`src/rtl/irq_controller_pkg.sv`:
```
// Shared types and helpers for the interrupt controller.
package irq_controller_pkg;

  typedef enum logic [1:0] {
    IRQ_IDLE,
    IRQ_REQ,
    IRQ_SERVICE
  } irq_state;

  // Index width that stays legal for a single-entry vector.
  function automatic int idx_w(input int n);
    return (n > 1) ? $clog2(n) : 1;
  endfunction

endpackage

```
`src/rtl/irq_priority_enc.sv`:
```
// Fixed-priority encoder: reports whether any bit is set and the lowest set index.
module irq_priority_enc
  import irq_controller_pkg::*;
#(
  parameter int WIDTH = 15,
  parameter int IDX_W = idx_w(WIDTH)
) (
  input  logic [WIDTH-1:0] req,
  output logic             found,
  output logic [IDX_W-1:0] idx
);

  // Scan from the top so the lowest set index is the last one written.
  always_comb begin
    found = 1'b0;
    idx   = '0;
    for (int i = WIDTH - 1; i >= 0; i--) begin
      if (req[i]) begin
        found = 1'b1;
        idx   = IDX_W'(i);
      end
    end
  end

endmodule

```
`src/rtl/irq_controller.sv`:
```
// Interrupt controller: edge/level pending, enable mask, fixed priority, req/ack/eoi handshake.
// Define IRQ_NESTING_EN to allow higher-priority sources to preempt an active handler.
module irq_controller
  import irq_controller_pkg::*;
#(
  parameter int                     NUM_SOURCES = 15,
  parameter logic [NUM_SOURCES-1:0] EDGE_MASK   = '0,
  parameter int                     VEC_W       = $clog2(NUM_SOURCES + 1)
) (
  input  logic                   clk,
  input  logic                   reset_n,
  input  logic                   clk_en,
  input  logic [NUM_SOURCES-1:0] irq_src,
  input  logic                   cpu_int_enable,
  input  logic                   mask_wr_en,
  input  logic [NUM_SOURCES-1:0] mask_wr_data,
  input  logic                   clr_wr_en,
  input  logic [NUM_SOURCES-1:0] clr_wr_data,
  input  logic                   irq_ack,
  input  logic                   irq_eoi,
  output logic                   irq_req,
  output logic [VEC_W-1:0]       irq_vector,
  output logic [NUM_SOURCES-1:0] pending,
  output logic                   in_service
);

  localparam int SRC_W = idx_w(NUM_SOURCES);

  irq_state               state_q, state_d;
  logic [NUM_SOURCES-1:0] prev_q;
  logic [NUM_SOURCES-1:0] edge_pend_q, edge_pend_d;
  logic [NUM_SOURCES-1:0] mask_q, mask_d;
  logic [VEC_W-1:0]       vec_q, vec_d;
  logic [SRC_W-1:0]       src_q, src_d;
`ifdef IRQ_NESTING_EN
  logic [NUM_SOURCES-1:0] isr_q, isr_d;
  logic                   top_found;
  logic [SRC_W-1:0]       top_idx;
`else
  logic                   isr_q, isr_d;
`endif

  logic [NUM_SOURCES-1:0] rise, pend_all, allow, eligible, ack_clr, clr_mask;
  logic                   win_found;
  logic [SRC_W-1:0]       win_idx;

  assign rise     = irq_src & ~prev_q & EDGE_MASK;
  assign pend_all = (edge_pend_q & EDGE_MASK) | (irq_src & ~EDGE_MASK);
  assign clr_mask = clr_wr_en ? clr_wr_data : '0;

`ifdef IRQ_NESTING_EN
  irq_priority_enc #(.WIDTH(NUM_SOURCES), .IDX_W(SRC_W)) u_isr_enc (
    .req   (isr_q),
    .found (top_found),
    .idx   (top_idx)
  );

  // Only sources strictly above the highest active handler may preempt it.
  always_comb begin
    allow = '0;
    for (int i = 0; i < NUM_SOURCES; i++) begin
      allow[i] = !top_found || (i < int'(top_idx));
    end
  end
`else
  assign allow = '1;
`endif

  assign eligible = pend_all & mask_q & allow;

  irq_priority_enc #(.WIDTH(NUM_SOURCES), .IDX_W(SRC_W)) u_req_enc (
    .req   (eligible),
    .found (win_found),
    .idx   (win_idx)
  );

  // NOTE: every variable gets a default before the case so no latch is inferred.
  always_comb begin
    state_d = state_q;
    vec_d   = vec_q;
    src_d   = src_q;
    isr_d   = isr_q;
    ack_clr = '0;
    mask_d  = mask_wr_en ? mask_wr_data : mask_q;

    case (state_q)
      IRQ_IDLE: begin
        if (win_found && cpu_int_enable) begin
          state_d = IRQ_REQ;
          vec_d   = VEC_W'(win_idx) + VEC_W'(1);
          src_d   = win_idx;
        end
      end
      IRQ_REQ: begin
        if (irq_ack) begin
          state_d        = IRQ_SERVICE;
          ack_clr[src_q] = 1'b1;
`ifdef IRQ_NESTING_EN
          isr_d[src_q]   = 1'b1;
`else
          isr_d          = 1'b1;
`endif
        end
      end
      IRQ_SERVICE: begin
`ifdef IRQ_NESTING_EN
        if (irq_eoi) begin
          isr_d[top_idx] = 1'b0;
          if (isr_d == '0) state_d = IRQ_IDLE;
        end else if (win_found && cpu_int_enable) begin
          state_d = IRQ_REQ;
          vec_d   = VEC_W'(win_idx) + VEC_W'(1);
          src_d   = win_idx;
        end
`else
        if (irq_eoi) begin
          isr_d   = 1'b0;
          state_d = IRQ_IDLE;
        end
`endif
      end
      default: state_d = IRQ_IDLE;
    endcase

    // A rising edge in the same cycle as a clear keeps the bit set.
    edge_pend_d = (edge_pend_q & ~(clr_mask | ack_clr)) | rise;
  end

  // NOTE: sequential state uses non-blocking assignments only; all of it is
  // reset because a reset mid-handshake must leave no stale request behind.
  always_ff @(posedge clk) begin
    if (!reset_n) begin
      state_q     <= IRQ_IDLE;
      prev_q      <= '0;
      edge_pend_q <= '0;
      mask_q      <= '0;
      vec_q       <= '0;
      src_q       <= '0;
      isr_q       <= '0;
    end else if (clk_en) begin
      state_q     <= state_d;
      prev_q      <= irq_src;
      edge_pend_q <= edge_pend_d;
      mask_q      <= mask_d;
      vec_q       <= vec_d;
      src_q       <= src_d;
      isr_q       <= isr_d;
    end
  end

  assign irq_req    = (state_q == IRQ_REQ);
  assign irq_vector = vec_q;
  assign in_service = |isr_q;
  // Level lines pass straight through, so hold the view at zero during reset.
  assign pending    = reset_n ? pend_all : '0;

endmodule
```
`config.mk`:
```
export PLATFORM = sky130hd
export DESIGN_NAME = irq_controller
export DESIGN_NICKNAME = d
export VERILOG_FILES = /design/src/rtl/irq_controller_pkg.sv /design/src/rtl/irq_priority_enc.sv /design/src/rtl/irq_controller.sv
export SDC_FILE = /design/constraint.sdc
export NUM_CORES = 1
export LEC_CHECK = 0
export CAP_MARGIN = 20
export CELL_PAD_IN_SITES_DETAIL_PLACEMENT = 0
export CELL_PAD_IN_SITES_GLOBAL_PLACEMENT = 1
export CORE_MARGIN = 2
export CORE_UTILIZATION = 28
export CTS_BUF_LIST = sky130_fd_sc_hd__clkbuf_8
export DETAILED_ROUTE_END_ITERATION = 12
export PLACE_DENSITY = 0.95
export SLEW_MARGIN = 20
export SYNTH_ARGS = -nofsm -noshare
export SYNTH_HDL_FRONTEND = slang
export SYNTH_SLANG_ARGS = --single-unit
export TNS_END_PERCENT = 5
```
`constraint.sdc`:
```
create_clock -name clk -period 3 [get_ports clk]
set_input_delay 0.75 -clock clk [delete_from_list [all_inputs] [get_ports clk]]
set_output_delay 0.75 -clock clk [all_outputs]
set_load 0.005 [all_outputs]
```
==> impl_metrics.yaml <==
logic_synthesis:
  syn_area_per_cell_um2: 7.82
  synth_cell_type_count: 33
  yosysTopAreaCell: "dfxtp_1"
  syn_nets: 208
  synth_area_mm2: 0.00120
  synth.ff_latch_count: 22
  syn_inst: 154
  ys.warnings.count: 0
  yosysSeqAreaShare_pct: 36.6
  synth.area.top_cells: "dfxtp_1 (37%), nand2_1 (15%), a21boi_0 (11%), and2_1 (7.8%), a21oi_1 (2.5%)"
  netlist.area_leader.share_pct: 36.6
clock_tree:
  clock_sinks: 22
  htree_levels: 1
  clock_latency_ps: 260
  cts_buffer_depth: 2
  cts_buffers: 3
  clk_pin_slew_ps: 80
  post_cts.repair.setup_buffers: 0
  postCtsHoldBufs: 0
  cts_resized: 0
  clock-root-buffer: "clkbuf_8"
  cts_tree: "yes"
layout:
  synthToLayoutAreaGrowth_pct: 56.6
  nFillCells: 400
  n_antenna_cell: 0
  layout_common_cells: "clkdlybuf4s50_1 (57), nand2_1 (48), dfxtp_1 (22), a21boi_0 (17), and2_1 (15)"
  seqCellArea_um2: 440
  multi_input_area_um2: 727
  nNetsFinal: 264
  final_common_cell: "clkdlybuf4s50_1"
  drive_above_1_share_pct: 5.26
  stdcell_count: 259
placement:
  hpwl_um: 2410
  routabilityCongestion: 0.813
  io_buffers: 57
  dp_cells: 255
  dp_slack_ps: 164
drt:
  vias: 1252
  wl_um: 3080
  drt_iter0_markers: 22
  antenna_left: 0
  vias_per_cell: 4.83
  drc: 0
  wl_per_cell_um: 11.9
  first_pass_iters: 4
setup_path:
  crit_chain: "clkdlybuf4s50_1 > buf_12 > and2_2 > clkdlybuf4s50_1"
  critPathArrivalTime_ps: 2090
  crit_family: "buffers and inverters"
  critical_path.most_common_cell: "clkdlybuf4s50_1"
  path_max_fanout: 37
  critPathKind: "in -> out"
  cpPeakStageDelay_ps: 510
  crit_required_ps: 2250
  end_kind: "output pin"
  critPathSlowestCell: "clkdlybuf4s50_1"
  critical_path_buf_inv_count: 3
  start_kind: "primary input"
grt:
  grt_pass1_wl_um: 5270
  grt_max_degree: 38
  grt_overflow_total: 0
  antenna_found_initial: 0
  grt.total_usage_pct: 13.3
  grt_pass1_vias: 1185
status:
  status: "completed"
floorplan:
  core_area_mm2: 0.00406
  start_util_pct: 29.7
  placementRows: 23
  io_pins: 74
  die_height_um: 69.6
  fp.dieW_um: 69.6
  dieArea_mm2: 0.00484
sta:
  slew_headroom_pct: 64.5
  setup_slack_ps: 161
  hold_viol: 0
  grt_setup_unrepaired: "no"
  slew_violations: 0
  setup_viol: 0
  period_minus_slack_ps: 2840
  setup_tns_ps: 0
  fin_crit_sh_pct: 94.6
  fmaxAchievable_mhz: 352
  worstMarginPinSlew_ps: 533
  fin_worst_skew_ps: 2.78
worst_hold_path:
  worstHoldPathType: "reg -> reg"
power_and_ir_drop:
  pwr_density_cell_mw_per_mm2: 373
  ir_drop_mv: 0.204
  fin_total_pwr_mw: 0.704
  p_leak_nw: 0.699
job:
  drv_cap: 0
-- stage by stage --
step / hold WS (ps) / utilization, % / area (µm²)
finish: 465 / 46.5 / 1890
global route: 500 / 46.5 / 1890
CTS: 471 / 46.5 / 1890
detailed placement: 456 / 45.1 / 1830
global placement: 448 / 45.1 / 1830
floorplan: 453 / - / 1200
-- report_power, final --
part / switching [mW] / internal (mW) / leakage (nW)
Clock: 0.0965 / 0.117 / 0.0288
Combinational: 0.0669 / 0.106 / 0.491
Sequential: 0.0102 / 0.307 / 0.180
-- flip-flops by register name (all words and copies together), names as in the netlist --
signal and count:
state_q 2, irq_vector 4, in_service 1, mask_q 15
-- cell usage after synthesis --
cell type / number
a21boi_0: 17
a21oi_1: 6
a221oi_1: 2
a222oi_1: 1
a22o_1: 1
a22o_2: 1
a22oi_1: 3
a31o_2: 1
a32o_1: 2
a32oi_1: 2
a41oi_1: 1
and2_1: 15
and2_2: 1
and3b_1: 1
and4bb_2: 1
clkbuf_1: 7
dfxtp_1: 22
ha_1: 1
inv_1: 2
inv_2: 1
nand2_1: 48
nand2b_1: 1
nand3_1: 1
nand4_1: 2
nor2b_1: 1
o211a_1: 1
o211ai_1: 1
o21a_1: 1
o21ai_0: 6
o31ai_4: 1
or3_1: 1
or3b_1: 1
xor2_1: 1
-- worst reg2reg max path, stage by stage, from the launching register on --
cell and delay, ps:
dfxtp_1 340, a222oi_1 350, or3b_1 440, o31ai_4 230, inv_2 90, o21ai_0 170, a21oi_1 60
-- worst paths after layout --
check                                from                    endpoint  slack (ps)  cells past startpoint
hold / removal    in_service$_SDFFE_PN0P_     in_service$_SDFFE_PN0P_         460                      2
setup / recovery                  reset_n                 pending[14]         160                      4
setup reg to reg  mask_q[13]$_SDFFE_PN0P_  irq_vector[3]$_SDFFE_PN0P_        1220                      6
hold reg to reg   in_service$_SDFFE_PN0P_     in_service$_SDFFE_PN0P_         460                      2
-- logic make-up (layout without fill, tap and decap cells) --
| kind of cell | Yosys count | after routing | share of synthesized area (%) |
|---|---|---|---|
| AND/OR/NAND/NOR | 73 | 73 | 28.9 |
| AO/OA/AOI/OAI | 47 | 47 | 29.7 |
| flip-flops | 22 | 22 | 36.6 |
| buffers and inverters | 10 | 65 | 3.12 |
| adder cells (fa/ha/maj) | 1 | 1 | 1.04 |
| XOR/XNOR | 1 | 1 | 0.727 |
-- routing by layer --
layer,wire [µm],GRT usage (%)
met1,1400,15.5
met4,26,3.27
met5,0,0
met3,190,4.51
met2,1460,23.4
-- cell type report --
type	count	area share, %
flip-flops and latches	22	23.3
multi-input cells	122	38.5
well taps	50	3.32
inverters	3	0.597
repair buffers	58	31.3
clock buffers	4	2.92
(Power assumes the default switching activity.)
